`src/rtl/sra_pkg.sv`:
```
// sra_pkg: shared state encoding, AU op codes and ctrl_word bit positions for the SRA controller.
package sra_pkg;
    localparam int CW_W = 20;

    typedef enum logic [3:0] {
        S_IDLE  = 4'd0,
        S_LOAD  = 4'd1,
        S_ABS_A = 4'd2,
        S_ABS_B = 4'd3,
        S_MIN   = 4'd4,
        S_MAX   = 4'd5,
        S_SUB   = 4'd6,
        S_ADD   = 4'd7,
        S_MAXF  = 4'd8,
        S_DONE  = 4'd9
    } state_t;

    localparam logic [1:0] AU1_ABS_B  = 2'b00;
    localparam logic [1:0] AU1_MIN    = 2'b01;
    localparam logic [1:0] AU1_MAX    = 2'b10;
    localparam logic [1:0] AU1_PASS_A = 2'b11;

    localparam logic [1:0] AU2_ADD    = 2'b00;
    localparam logic [1:0] AU2_SUB    = 2'b01;
    localparam logic [1:0] AU2_MAX    = 2'b10;
    localparam logic [1:0] AU2_PASS_A = 2'b11;

    localparam int B_W_R1    = 19;
    localparam int B_W_R2    = 18;
    localparam int B_W_R3    = 17;
    localparam int B_W_R4    = 16;
    localparam int B_W_R5    = 15;
    localparam int B_S0_R1   = 14;
    localparam int B_S1_R1   = 13;
    localparam int B_S0_R2   = 12;
    localparam int B_S1_R2   = 11;
    localparam int B_S0_BAU1 = 10;
    localparam int B_S1_BAU1 = 9;
    localparam int B_S0_R5   = 8;
    localparam int B_S1_R5   = 7;
    localparam int B_S0_AAU2 = 6;
    localparam int B_S1_AAU2 = 5;
    localparam int B_AU1     = 3;
    localparam int B_AU2     = 1;
    localparam int B_OE      = 0;

    function automatic logic [CW_W-1:0] bit_of(input int p);
        return CW_W'(1) << p;
    endfunction

    function automatic logic [CW_W-1:0] au1_of(input logic [1:0] op);
        return CW_W'(op) << B_AU1;
    endfunction

    function automatic logic [CW_W-1:0] au2_of(input logic [1:0] op);
        return CW_W'(op) << B_AU2;
    endfunction
endpackage

```
`src/rtl/sra_ctrl_decode.sv`:
```
// sra_ctrl_decode: combinational state-to-ctrl_word decoder for the SRA microsequence.
module sra_ctrl_decode
    import sra_pkg::*;
(
    input  state_t            i_state,
    output logic [CW_W-1:0]   o_ctrl_word
);
    always_comb begin
        o_ctrl_word = '0;
        case (i_state)
            S_LOAD:  o_ctrl_word = bit_of(B_W_R1) | bit_of(B_W_R2) | bit_of(B_S0_R1) | bit_of(B_S0_R2);
            S_ABS_A: o_ctrl_word = bit_of(B_S0_BAU1) | au1_of(AU1_ABS_B) | bit_of(B_S1_R1) | bit_of(B_W_R1);
            S_ABS_B: o_ctrl_word = bit_of(B_S1_BAU1) | au1_of(AU1_ABS_B) | bit_of(B_S1_R2) | bit_of(B_W_R2);
            S_MIN:   o_ctrl_word = bit_of(B_S1_BAU1) | au1_of(AU1_MIN) | bit_of(B_W_R3);
            S_MAX:   o_ctrl_word = bit_of(B_S1_BAU1) | au1_of(AU1_MAX) | bit_of(B_W_R4) |
                                   bit_of(B_S0_R5) | bit_of(B_W_R5);
            S_SUB:   o_ctrl_word = bit_of(B_S0_AAU2) | au2_of(AU2_SUB) | bit_of(B_S1_R5) | bit_of(B_W_R5);
            S_ADD:   o_ctrl_word = bit_of(B_S1_AAU2) | au2_of(AU2_ADD) | bit_of(B_S1_R5) | bit_of(B_W_R5);
            S_MAXF:  o_ctrl_word = bit_of(B_S0_AAU2) | au2_of(AU2_MAX) | bit_of(B_S1_R5) | bit_of(B_W_R5);
            S_DONE:  o_ctrl_word = bit_of(B_OE);
            default: o_ctrl_word = '0;
        endcase
    end
endmodule

```
`src/rtl/sra_controller.sv`:
```
// sra_controller: nine-step sequencing FSM driving the SRA datapath control word.
// Define SRA_CTRL_HOLD_EN to hold DONE until ack; otherwise DONE lasts one cycle.
module sra_controller
    import sra_pkg::*;
(
    input  logic            clk,
    input  logic            rst,
    input  logic            start,
    input  logic            ack,
    output logic [CW_W-1:0] ctrl_word,
    output logic            ready,
    output logic            busy,
    output logic            done
);
    state_t r_state;
    state_t w_next;

    always_ff @(posedge clk or posedge rst) begin
        if (rst) r_state <= S_IDLE;
        else     r_state <= w_next;
    end

    always_comb begin
        w_next = S_IDLE;
        case (r_state)
            S_IDLE:  w_next = start ? S_LOAD : S_IDLE;
            S_LOAD:  w_next = S_ABS_A;
            S_ABS_A: w_next = S_ABS_B;
            S_ABS_B: w_next = S_MIN;
            S_MIN:   w_next = S_MAX;
            S_MAX:   w_next = S_SUB;
            S_SUB:   w_next = S_ADD;
            S_ADD:   w_next = S_MAXF;
            S_MAXF:  w_next = S_DONE;
`ifdef SRA_CTRL_HOLD_EN
            S_DONE:  w_next = ack ? S_IDLE : S_DONE;
`else
            S_DONE:  w_next = S_IDLE;
`endif
            default: w_next = S_IDLE;
        endcase
    end

`ifndef SRA_CTRL_HOLD_EN
    logic w_unused_ack;
    assign w_unused_ack = ack;
`endif

    sra_ctrl_decode u_decode (
        .i_state     (r_state),
        .o_ctrl_word (ctrl_word)
    );

    assign ready = (r_state == S_IDLE);
    assign busy  = (r_state >= S_LOAD) && (r_state <= S_MAXF);
    assign done  = (r_state == S_DONE);
endmodule
```
`config.mk`:
```
export PLATFORM = sky130hd
export DESIGN_NAME = sra_controller
export DESIGN_NICKNAME = d
export VERILOG_FILES = /design/src/rtl/sra_pkg.sv /design/src/rtl/sra_ctrl_decode.sv /design/src/rtl/sra_controller.sv
export SDC_FILE = /design/constraint.sdc
export NUM_CORES = 1
export LEC_CHECK = 0
export ABC_AREA = 1
export CAP_MARGIN = 10
export CELL_PAD_IN_SITES_DETAIL_PLACEMENT = 1
export CELL_PAD_IN_SITES_GLOBAL_PLACEMENT = 2
export CORE_MARGIN = 3
export CORE_UTILIZATION = 17
export CTS_BUF_LIST = sky130_fd_sc_hd__clkbuf_4
export CTS_CLUSTER_SIZE = 24
export DETAILED_ROUTE_END_ITERATION = 6
export GPL_TIMING_DRIVEN = 0
export PLACE_DENSITY_LB_ADDON = 0.1
export SYNTH_ARGS = -nofsm -noshare
export SYNTH_HDL_FRONTEND = slang
export SYNTH_SLANG_ARGS = --single-unit
```
`constraint.sdc`:
```
create_clock -name clk -period 1.5 [get_ports clk]
set_clock_uncertainty 0.1 [all_clocks]
set_input_delay 0.225 -clock clk [delete_from_list [all_inputs] [get_ports clk]]
set_output_delay 0.225 -clock clk [all_outputs]
set_load 0.1 [all_outputs]
```
==> flow_summary.yaml, run 1 <==
global_routing:
  grt_max_degree: 8
  grt-ovfl-total: 0
  grtUsageTotal: 0.127
  grt_pass1_wl_mm: 2.69
  antenna_found_initial: 0
  grt_pass1_vias: 589
yosys:
  synthFlopType: "dfrtp_1"
  netlist_top_cells_area: "dfrtp_1 24%, ha_1 15%, buf_4 9.2%, inv_1 9.2%, nand2_1 8.3%"
  yosys_register_bits: 4
  yosysTopAreaCell: "dfrtp_1"
  synth_edf_count: 0
  synth_area_per_cell_um2: 6.71
  async_flop_share: 1.00
  synthTopCellsByCount: "10 x inv_1, 9 x nand2_1, 6 x nor2_1"
  synth_most_common_cell: "inv_1"
  syn_area_um2: 409
  synth_nets: 70
  yosysWarnings: 0
  ys_seq_area_frac: 0.245
  ys_types: 14
  synth_top_area_frac: 0.245
  postSynthCellCount: 61
finish:
  fillCellCount: 238
  layout-drive-gt1-share: 0.841
  fin_nets: 117
  multi_input_area_um2: 399
  final_core_util: 0.609
  synthToLayoutAreaGrowth_pct: 236
  largest_reg_flops: 4
  reg_top3: "r_state (4)"
  regArea_um2: 104
  n_antenna_cell: 0
  top_register: "r_state"
cts:
  htreeDepth: 1
  cts_buffers: 3
  clock_sinks: 4
  clkTransAtPathRegs_ns: 0.05
  cts_tree: "done"
  cts_hold_buf: 0
  clk_path_buf_depth: 2
  cts_root_buf: "clkbuf_4"
  worstSkewPairLatency_ns: 0.25
timing:
  setup_tns_ns: -4.78
  slew_headroom: 0.783
  tightest_slew_ns: 0.322
  fin_ws_ns: -0.268
  setup_violations: 23
  hold_viol: 0
  period_minus_slack_ns: 1.77
  finalCritPeriodShare: 1.18
  max_clock_freq_mhz: 565
  slew_viol_final: 0
  rsz0062_at_grt: "yes"
drt:
  wirelength_mm: 1.84
  wl_per_cell_um: 13.6
  num_vias: 551
  postRouteAntennaNets: 0
  dr.pass1.iters: 2
  drt_iter0_drc: 2
  drc: 0
  vias_per_cell: 4.08
place:
  hpwlAfterDp_mm: 1.12
  pre_cts_ws_ns: -1.12
  port_buffers: 25
  gp_congestion: 0.720
critical_path:
  crit_type: "flop to primary output"
  slowest_delay_ns: 0.44
  crit_path_end_kind: "primary output"
  cp.arrival_ns: 1.44
  slowest_stage: "dfrtp_2"
  cp.required_ns: 1.17
  crit_chain: "inv_4, ha_4, inv_8, nor2_4, buf_12, buf_12"
  crit_path_frequent_cell: "buf_12"
  worstPathMaxFanout: 5
  start_kind: "flop"
floorplanning:
  die_h_um: 55.1
  dieArea_um2: 3030
  core_um2: 2250
  ios: 27
  rows: 17
  fp.dieW_um: 55.1
  initial_utilization: 0.181
run_status:
  status: "finished with violations"
  failed_checks: "negative setup slack"
job:
  drv_cap: 0
min_path:
  hold_class: "input port to async pin"
[final timing paths]
path,from,to,slack [ns],depth (start not counted)
max,r_state[1],ctrl_word[16],-0.27,6
min,rst,r_state[3],0.06,2
max reg2reg,r_state[1],r_state[3],0.08,6
min reg2reg,r_state[3],r_state[3],0.69,3
max in group asynchronous,rst,r_state[1],1.07,2
min in group clk,start,r_state[0],0.49,3
[cells by family (layout without fill, tap and decap cells)]
| logic type | count (synthesis) | after routing | share of synthesized area |
|---|---|---|---|
| flops | 4 | 4 | 0.245 |
| compound gates | 5 | 5 | 0.0612 |
| fa+ha+maj | 5 | 5 | 0.153 |
| buf+inv | 20 | 66 | 0.229 |
| simple gates | 27 | 27 | 0.312 |
[worst max-delay path, delay by kind of cell (launching register included)]
family	cells	cell delay, ns
adder cells (fa/ha/maj)	1	0.16
buffers and inverters	4	0.44
flip-flops	1	0.44
AND/OR/NAND/NOR	1	0.16
[what timing repair did]
action,4_1_cts,5_1_grt
pin swaps,9,6
setup endpoints to repair,23,23
setup buffers,12,5
resized for setup,217,10
[routing by layer]
layer | track usage | part of all wire
met2 | 0.250 | 0.60
met4 | 0.0486 | 0.013
met3 | 0.0161 | 0.046
met1 | 0.134 | 0.34
met5 | 0 | 0
[cells in the final DEF, fill, tap and decap left out, types with 3 or more instances in the layout]
master	instances
buf_4	15
buf_6	3
inv_4	5
clkinvlp_4	4
buf_12	27
nand2_4	4
nor2_4	7
nand2_1	6
ha_4	3
dfrtp_2	3
clkbuf_4	4
[cell type report]
cell class,instances,share of cell area
well taps,28,0.0255
inverters,15,0.0719
flip-flops and latches,4,0.0756
multi-input cells,37,0.291
plain buffers,5,0.0729
repair buffers,42,0.442
clock buffers,4,0.0219
[metrics by stage]
| step | area [µm²] | hold slack [ns] | std cells |
|---|---|---|---|
| finish | 1370 | 0.0627 | 135 |
| floorplan | 622 | -0.109 | 61 |
| global route | 1370 | 0.0805 | 135 |
| global placement | 907 | 0.312 | 114 |
| CTS | 1290 | 0.0600 | 130 |
| detailed placement | 907 | 0.328 | 114 |
Power of run 1 is left out: the tool's default activity adds up to more than one toggle a clock period on the data nets, which glitch-free logic cannot reach.
==> run 2, diff against run 1 <==
- CORE_MARGIN: 3 -> unset
==> run 2 against run 1 <==
Effect of this change: the flow still finishes with violations (negative setup slack); worst setup slack got worse by 0.023 ns; via count up 1.6%; worst hold slack better by 0.0040 ns; design area grew 3.2%; count of clock-buffer cells in the layout unchanged; die area shrank 14%; critical path depth increased by 1; core utilization grew 2.5 points; non-clock buffer count increased by 2; sequential cell count stayed put; cell count rose by 1.5%; routed wire length is 4.8% higher; critical endpoint is now busy; highest routed layer is now met3.
==> flow_summary.yaml, run 2 (synthesized netlist as in run 1, its figures left out) <==
drt:
  wl_met2_mm: 1.18
  wl_met3_um: 58
  drc: 0
  vias_per_cell: 4.09
  met1_length_um: 688
  top_layer: "met3"
  wl_per_cell_um: 14.1
  num_vias: 560
  dr.pass1.iters: 1
  postRouteAntennaNets: 0
  drt_iter0_drc: 0
  wirelength_mm: 1.93
timing:
  finalCritPeriodShare: 1.19
  slew_headroom: 0.802
  tightest_slew_ns: 0.294
  setup_violations: 23
  slew_viol_final: 0
  max_clock_freq_mhz: 558
  period_minus_slack_ns: 1.79
  hold_viol: 0
  whs_ns: 0.0667
  setup_tns_ns: -5.33
  rsz0062_at_grt: "yes"
  fin_ws_ns: -0.291
cts:
  worstSkewPairLatency_ns: 0.24
  cts_hold_buf: 0
  clk_path_buf_depth: 2
  cts_root_buf: "clkbuf_4"
  htreeDepth: 1
  clkTransAtPathRegs_ns: 0.05
  clock_sinks: 4
  cts_buffers: 3
  cts_tree: "done"
global_routing:
  antenna_found_initial: 0
  grt_max_degree: 8
  grt_pass1_vias: 580
  grt-ovfl-total: 0
  grtUsageTotal: 0.146
  grt_pass1_wl_mm: 2.77
floorplanning:
  dieArea_um2: 2610
  rows: 17
  ios: 27
  initial_utilization: 0.183
  fp.dieW_um: 51.1
  core_um2: 2230
  die_h_um: 51.1
finish:
  synthToLayoutAreaGrowth_pct: 246
  reg_top3: "r_state (4)"
  largest_reg_flops: 4
  top_register: "r_state"
  layout-drive-gt1-share: 0.853
  final_cell_mix: "27 x buf_12, 17 x buf_4, 8 x nor2_4, 6 x nand2_1, 5 x inv_2"
  fin_nets: 119
  mostFrequentLayoutCell: "buf_12"
  finalNonFillerCells: 137
  n_antenna_cell: 0
critical_path:
  reg2reg_depth: 6
  slowest_stage: "dfrtp_1"
  crit_path_frequent_cell: "nand2_1"
  crit_chain: "buf_4, ha_4, inv_8, nand2_1, nand2_1, nand3_2, buf_12"
  crit_path_end_kind: "primary output"
  crit_type: "flop to primary output"
  cp.required_ns: 1.17
  start_kind: "flop"
  worstPathMaxFanout: 5
  slowest_delay_ns: 0.41
  cp.arrival_ns: 1.47
place:
  port_buffers: 25
  hpwlAfterDp_mm: 1.06
  dp.cells: 114
  gp_congestion: 0.685
  pre_cts_ws_ns: -1.11
run_status:
  failed_checks: "negative setup slack"
  status: "finished with violations"
min_path:
  hold_class: "input port to async pin"
job:
  drv_cap: 0
[run 2: changes by cell type in the layout (fill, tap and decap cells not counted), sizes merged]
cell,change
inv,-1
clkinv,+1
buf,+2
[run 2: through the flow]
step | cell area [µm²] | utilization
CTS | 1360 | 0.608
global placement | 907 | 0.406
global route | 1420 | 0.635
finish | 1420 | 0.635
detailed placement | 907 | 0.406
floorplan | 622 | -
[run 2: layout make-up]
class	instances	area, µm²
fill	227	816
sequential	4	104
tap	28	35.0
buffer	5	100
clock buffer	4	30.0
timing repair buffer	44	626
inverter	15	96.3
multi-input combinational	37	427
[run 2: critical path: cells and delay by family (launching register included)]
family | cells | cell delay, ns
buf+inv | 3 | 0.44
flops | 1 | 0.41
simple gates | 3 | 0.21
fa+ha+maj | 1 | 0.18
[run 2: final timing paths]
path	from	slack [ns]	end
min in group clk	start	0.47	r_state[0]
min reg2reg	r_state[3]	0.66	r_state[1]
max in group asynchronous	rst	1.05	r_state[3]
max reg2reg	r_state[0]	0.06	r_state[3]
min	rst	0.07	r_state[2]
max	r_state[0]	-0.29	busy
[run 2: timing repair]
action	CTS	global route
resized for setup	226	4
buffers inserted	14	5
pin swaps	12	5
endpoints found under the setup margin	23	23
[run 2: metal layers]
layer	global-route usage	vias up
met3	0.0298	0
li1	-	279
met2	0.300	15
met5	0	-
met4	0.0139	0
met1	0.151	266
Power of run 2 is left out for the same reason.
